File: src/rtl/fcmp_wb_queue.sv
// FP-compare writeback queue: stores flags/result/tag plus branch and invalid outcomes evaluated at enqueue.
// One-cycle push-to-head latency, no bypass; in_rdy depends only on occupancy, so a full queue refuses pushes even while popping.
module fcmp_wb_queue #(
  parameter int DEPTH = 4,
  parameter int TAG_W = 9
) (
  input  logic                       clk,
  input  logic                       rst,
  input  logic                       flush,
  input  logic                       in_vld,
  output logic                       in_rdy,
  input  logic [5:0]                 in_flags,
  input  logic [67:0]                in_res,
  input  logic                       in_res_en,
  input  logic [TAG_W-1:0]           in_tag,
  input  logic [4:0]                 in_jumpType,
  input  logic                       in_invExcpt,
  output logic                       out_vld,
  input  logic                       out_rdy,
  output logic [5:0]                 out_flags,
  output logic [67:0]                out_res,
  output logic                       out_res_en,
  output logic [TAG_W-1:0]           out_tag,
  output logic                       out_jtaken,
  output logic                       out_excpt,
  output logic [$clog2(DEPTH):0]     count,
  output logic                       sticky_inv,
  input  logic                       clr_sticky
);

  localparam int PW = $clog2(DEPTH);
  localparam int CW = PW + 1;

  typedef struct packed {
    logic [5:0]       flags;
    logic [67:0]      res;
    logic             res_en;
    logic [TAG_W-1:0] tag;
    logic             jtaken;
    logic             excpt;
  } entry_t;

  entry_t          mem_q [DEPTH];
  entry_t          mem_d [DEPTH];
  logic [PW-1:0]   wr_ptr_q, wr_ptr_d;
  logic [PW-1:0]   rd_ptr_q, rd_ptr_d;
  logic [CW-1:0]   count_q, count_d;
  logic            sticky_q, sticky_d;

  logic            push, pop;
  entry_t          new_entry;
  entry_t          head;

  // Flag word layout is {C,0,0,S,Z,U}.
  function automatic logic jt_eval(input logic [5:0] f, input logic [4:0] jt);
    logic c, s, z, u;
    c = f[5];
    s = f[2];
    z = f[1];
    u = f[0];
    case (jt)
      5'd0:    jt_eval = 1'b0;
      5'd1:    jt_eval = 1'b1;
      5'd2:    jt_eval = z;
      5'd3:    jt_eval = ~z;
      5'd4:    jt_eval = c;
      5'd5:    jt_eval = ~c;
      5'd6:    jt_eval = c | z;
      5'd7:    jt_eval = ~c & ~z;
      5'd8:    jt_eval = u;
      5'd9:    jt_eval = ~u;
      5'd10:   jt_eval = s;
      5'd11:   jt_eval = ~s;
      default: jt_eval = 1'b0;
    endcase
  endfunction

  assign head    = mem_q[rd_ptr_q];
  assign in_rdy  = (count_q < CW'(DEPTH));
  assign out_vld = (count_q != '0);

  assign out_flags  = head.flags;
  assign out_res    = head.res;
  assign out_res_en = head.res_en;
  assign out_tag    = head.tag;
  assign out_jtaken = head.jtaken;
  assign out_excpt  = head.excpt;
  assign count      = count_q;
  assign sticky_inv = sticky_q;

  always_comb begin
    push = in_vld & in_rdy & ~flush;
    pop  = out_vld & out_rdy & ~flush;

    new_entry.flags  = in_flags;
    new_entry.res    = in_res;
    new_entry.res_en = in_res_en;
    new_entry.tag    = in_tag;
    new_entry.jtaken = jt_eval(in_flags, in_jumpType);
    new_entry.excpt  = in_flags[0] & in_invExcpt;

    mem_d    = mem_q;
    wr_ptr_d = wr_ptr_q;
    rd_ptr_d = rd_ptr_q;
    count_d  = count_q;
    sticky_d = sticky_q;

    if (flush) begin
      wr_ptr_d = '0;
      rd_ptr_d = '0;
      count_d  = '0;
    end else begin
      if (push) begin
        mem_d[wr_ptr_q] = new_entry;
        wr_ptr_d        = wr_ptr_q + PW'(1);
      end
      if (pop) begin
        rd_ptr_d = rd_ptr_q + PW'(1);
      end
      if (push && !pop) begin
        count_d = count_q + CW'(1);
      end else if (pop && !push) begin
        count_d = count_q - CW'(1);
      end
    end

    // A clear in the same cycle as an excepting pop loses to the set.
    if (clr_sticky) begin
      sticky_d = 1'b0;
    end
    if (pop && head.excpt) begin
      sticky_d = 1'b1;
    end
  end

  always_ff @(posedge clk or negedge rst) begin
    if (!rst) begin
      for (int i = 0; i < DEPTH; i++) begin
        mem_q[i] <= '0;
      end
      wr_ptr_q <= '0;
      rd_ptr_q <= '0;
      count_q  <= '0;
      sticky_q <= 1'b0;
    end else begin
      for (int i = 0; i < DEPTH; i++) begin
        mem_q[i] <= mem_d[i];
      end
      wr_ptr_q <= wr_ptr_d;
      rd_ptr_q <= rd_ptr_d;
      count_q  <= count_d;
      sticky_q <= sticky_d;
    end
  end

endmodule

File: config.mk
export PLATFORM = sky130hd
export DESIGN_NAME = fcmp_wb_queue
export DESIGN_NICKNAME = d
export VERILOG_FILES = /design/src/rtl/fcmp_wb_queue.sv
export SDC_FILE = /design/constraint.sdc
export NUM_CORES = 1
export LEC_CHECK = 0
export CORE_MARGIN = 2
export CORE_UTILIZATION = 50
export DETAILED_ROUTE_END_ITERATION = 10
export PLACE_DENSITY = 0.76
export SLEW_MARGIN = 30
export SYNTH_ARGS = -nofsm -noshare
export SYNTH_HDL_FRONTEND = slang
export SYNTH_SLANG_ARGS = --single-unit
export TNS_END_PERCENT = 10
File: constraint.sdc
create_clock -name clk -period 2 [get_ports clk]
set_input_delay 0.6 -clock clk [delete_from_list [all_inputs] [get_ports clk]]
set_output_delay 0.6 -clock clk [all_outputs]
set_load 0.02 [all_outputs]
# ---- Yosys cells after proc, flatten, opt, wreduce, memory -nomap -nowiden
# Cells that the tools add are included.
dict set report totals {
  out_inout_bits 92
  wordCells 89
  register_bits 352
}
dict set report op_classes {
  eq_ne 11
  bitwise_logic 14
  mux 16
  order_cmp 4
  add_sub_neg 4
  reduce_logical 12
}
# op n
set ops {}
lappend ops {{344-bit bitwise mux} 1}
lappend ops {{86-bit 2-to-1 mux} 3}
lappend ops {{86-bit binary-select mux with 2-bit select} 1}
lappend ops {{86-bit demux with 2-bit select} 1}
lappend ops {{5-bit by 3-bit equality test with 1-bit output, second input constant} 4}
lappend ops {{5-bit by 4-bit equality test with 1-bit output, second input constant} 4}
lappend ops {{1-bit case mux with 11 select lines} 1}
lappend ops {{5-bit by 2-bit equality test with 1-bit output, second input constant} 2}
lappend ops {{3-bit 2-to-1 mux} 3}
lappend ops {{2-bit 2-to-1 mux} 4}
lappend ops {{1-bit bitwise AND} 6}
lappend ops {{3-bit >= comparator, second input constant} 2}
lappend ops {{2-bit NOT with 3-bit output} 2}
lappend ops {{2-bit nonzero test} 3}
lappend ops {{3-bit nonzero test} 2}
lappend ops {{5-bit by 1-bit equality test with 1-bit output, second input constant} 1}
lappend ops {{1-bit NOT} 5}
lappend ops {{2-bit by 1-bit adder with 2-bit output, second input constant} 2}
lappend ops {{1-bit logical AND} 4}
lappend ops {{3-bit by 1-bit adder with 3-bit output, second input constant} 1}
lappend ops {{3-bit by 1-bit less-than comparator with 1-bit output, second input constant} 1}
lappend ops {{3-bit less-than comparator, second input constant} 1}
lappend ops {{3-bit by 1-bit subtractor with 3-bit output, second input constant} 1}
lappend ops {{1-bit logical NOT} 2}
lappend ops {{other kinds (3)} 4}

# ---- Longest topological paths before layout
dict set report depth {
  depth_word 8
  depth_mapped 8
  depth_no_buf 6
}

# ---- Worst setup path before layout
# Ideal clock, no wire load.
dict set report synth_path {
  path_kind {register -> output}
  start {reg rd_ptr_q[0]}
  end {out out_res[45]}
  setup_slack_ps -152
  stages_incl_launch_ff 5
  t_arrival_ps 1552
  cell_sequence {dfrtp_1 buf_2 buf_4 buf_2 mux4_2}
}
dict set report synth_via {
  elab_chain_len 4
}
# element line_no
set synth_lines {}
lappend synth_lines {{from (decl)} 46} ;# logic [PW-1:0] rd_ptr_q, rd_ptr_d;
lappend synth_lines {{from (signal assigned)} 150} ;# rd_ptr_q <= rd_ptr_d;
lappend synth_lines {{2-bit NOT with 3-bit output (implied by the code)} 78} ;# assign head = mem_q[rd_ptr_q];
lappend synth_lines {{86-bit binary-select mux with 2-bit select} 78}
lappend synth_lines {{86-bit 2-to-1 mux (implied by the code) (2 in a row)} 78}
lappend synth_lines {{to (decl)} 21} ;# output logic [67:0] out_res,
# Every way passes these cells. The select of a mux whose other input is x is not followed.

# ---- Worst setup path after layout
dict set report layout_path {
  start {reg rd_ptr_q[0]}
  end {out out_res[39]}
}
# Same word-level chain as after synthesis.

==> metrics.txt <==
status=finished with violations; failing checks=negative setup slack; Seq/Total Area, Yosys=a little under three fifths; cell accounting for the most synthesized area=dfrtp_1; hold_ws=0.475 ns; overall power=32.5 mW; chip height=around 180 µm; Max Cap Violations=0; LEAKAGE=8.59 nW; drt drc=0; CP required=1.40 ns; Net count, final=1262; period utilisation layout=137%; worst-margin pin slew=0.409 ns; Max Transition Viols Final=0; Post-synth top flop=dfrtp_1; Overall Global Routing Usage=between 20% and 30%; Crit Path Max Fanout=5; delay of the slowest critical-path stage=0.52 ns; H-tree Lvls=2; WP data arrival=2.14 ns; ant diodes=0; GP Congestion=0.773; Crit. End Element=output pin; TritonCTS clock tree=done; final setup violation count=86; most numerous cell in the Yosys netlist=dfrtp_1; pre-CTS setup slack=-0.503 ns; Max rail drop VDD=0.000891 V; top post-synthesis cells by count=352 x dfrtp_1, 299 x mux2_2, 86 x mux4_2; Net Count, Synth=slightly above 1000; vias in the first global route=~10000; CP Launch Type=flip-flop; placed wire-length estimate=21900 µm; clock tree sinks=approximately 350; clk_skew=0.0115 ns; Syn-to-layout area delta=24.7%; Rows=64; Worst-path clk slew=0.06 ns; grt total ovfl=0; DRT Pass-1 Iters=5; Max transition margin=72.8%; share of the synthesized area in the top cell type=56.3%; clock root cell=clkbuf_16; largest net degree at the start of global routing=67; Synthesis Warnings=0; Avg Cell Area, Syn=17.1 µm²; # IOs=188; Syn Inst Count=916; vias per cell=5.61; Inserted Clock Buffers=37; CORE AREA=30700 µm²; total die area=about 33000 µm²; Peak Freq=0.365 GHz; FFs w/ async S/R, synth=100%; die extent in x=181 µm; placed cells=1507; Initial Util=51.0%; Power Dens Cells=1670 nW/µm²; Area contributors post-synth=dfrtp_1 56%, mux2_2 22%, mux4_2 12%; #FFs+latches synth=352; Cell Area, Synth=15700 µm²; Fin. Hold Viols=0; fillers=approximately 2200; critical-path cell list=buf_6 > buf_12 > clkbuf_16 > mux4_2 > buf_2; initial antenna violation count=1; per-cell routed wire length=21.6 µm; Post-synth EDFFs=0; critical path class=reg -> out; Max Root-Sink Buffers=3; Finished Layout Cells=1583; final worst slack=-0.740 ns; sequential cell area=8820 µm²; Final ANT Viol Nets=0; setup slack, reg-to-reg=about 0.19 ns; slowest CP cell=mux4_2; first-pass GRT wire length=55400 µm; Hold Crit Class=reg -> reg; via count=8880; 1st-iter DRT viols=406; later-pin clock latency in the skew report=~0.51 ns; port buffer count=187; area of the multi-input gates=6300 µm²; drt total wl=34200 µm; library cells used by synthesis=35; RSZ-0062 raised after global routing=true; Final Critical Period=2.74 ns; setup TNS=-52.97 ns; layout cell share with drive strength beyond 1=between 50 and 60%
==> sequential cells by signal, indices dropped and copies added (netlist names) <==
register    cells
count           3
rd_ptr_q        2
mem_q         344
sticky_inv      1
wr_ptr_q        2
==> layout make-up <==
cell class                      instances  share of cell area (%)
Clock buffer                           55                    5.60
Clock inverter                         10                   0.782
Inverter                                6                   0.115
Multi-Input combinational cell        500                    32.3
Sequential cell                       352                    45.2
Tap cell                              396                    2.54
Timing Repair Buffer                  264                    13.5
==> logic make-up after synthesis <==
logic type,share of synthesized area (%)
AND/OR/NAND/NOR,1.61
multiplexers,37.2
flip-flops,56.3
adder cells (fa/ha/maj),0.448
AO/OA/AOI/OAI,0.712
buffers and inverters,3.52
XOR/XNOR,0.280
==> per-stage QoR <==
step                      utilization [%]  area [µm²]
after floorplan                         -       15700
after global placement               59.6       18300
after detailed placement             59.6       18300
after CTS                            63.1       19400
after global routing                 63.6       19500
final                                63.6       19500
==> metal layers <==
metal | GRT usage (%) | up-vias | wire length, µm
li1 | - | 3881 | -
met1 | 29.3 | 4758 | 15000
met2 | 34.8 | 180 | 16900
met3 | 3.59 | 61 | 1400
met4 | 5.87 | 0 | 912
met5 | 0 | - | 0
==> critical path, delay by kind of cell, from the launching register on <==
kind,cells,cell delay (ns)
buffers and inverters,4,0.64
muxes,1,0.52
DFF,1,0.47
==> cells in the final DEF (no fill, tap or decap), types with 10 or more instances in the layout <==
master | Yosys | routed
buf_12 | 4 | 25
buf_2 | 10 | 56
buf_4 | 9 | 47
buf_6 | 25 | 28
clkbuf_16 | 0 | 40
clkbuf_8 | 0 | 10
clkdlybuf4s50_1 | 0 | 93
dfrtp_1 | 352 | 349
mux2_2 | 299 | 299
mux2_4 | 34 | 34
mux4_2 | 86 | 86
nand2_1 | 23 | 23
nor2_1 | 14 | 14
==> report_power, final <==
group | leakage [nW] | switching (mW) | internal, mW | total, mW
Combinational | 3.52 | 5.59 | 7.61 | 13.2
Sequential | 4.45 | 1.83 | 10.5 | 12.3
Clock | 0.614 | 2.73 | 4.29 | 7.02
==> timing repair <==
action,4_1_cts,5_1_grt
endpoints found under the setup margin,92,128
cloned,2,3
hold endpoints to repair,10,0
gates resized for setup,377,50
hold buffers,1,0
setup buffers,5,0
==> worst paths after layout <==
check                              end  cells after the start   startpoint
setup / recovery           out_res[39]                      5  rd_ptr_q[0]
hold / removal              mem_q[168]                      2   mem_q[168]
setup reg to reg             mem_q[14]                      4     count[2]
hold reg to reg             mem_q[168]                      2   mem_q[168]
max in group asynchronous   mem_q[326]                      3          rst
min in group asynchronous   mem_q[164]                      2          rst
Note: power is estimated with default switching activity, not from simulation.
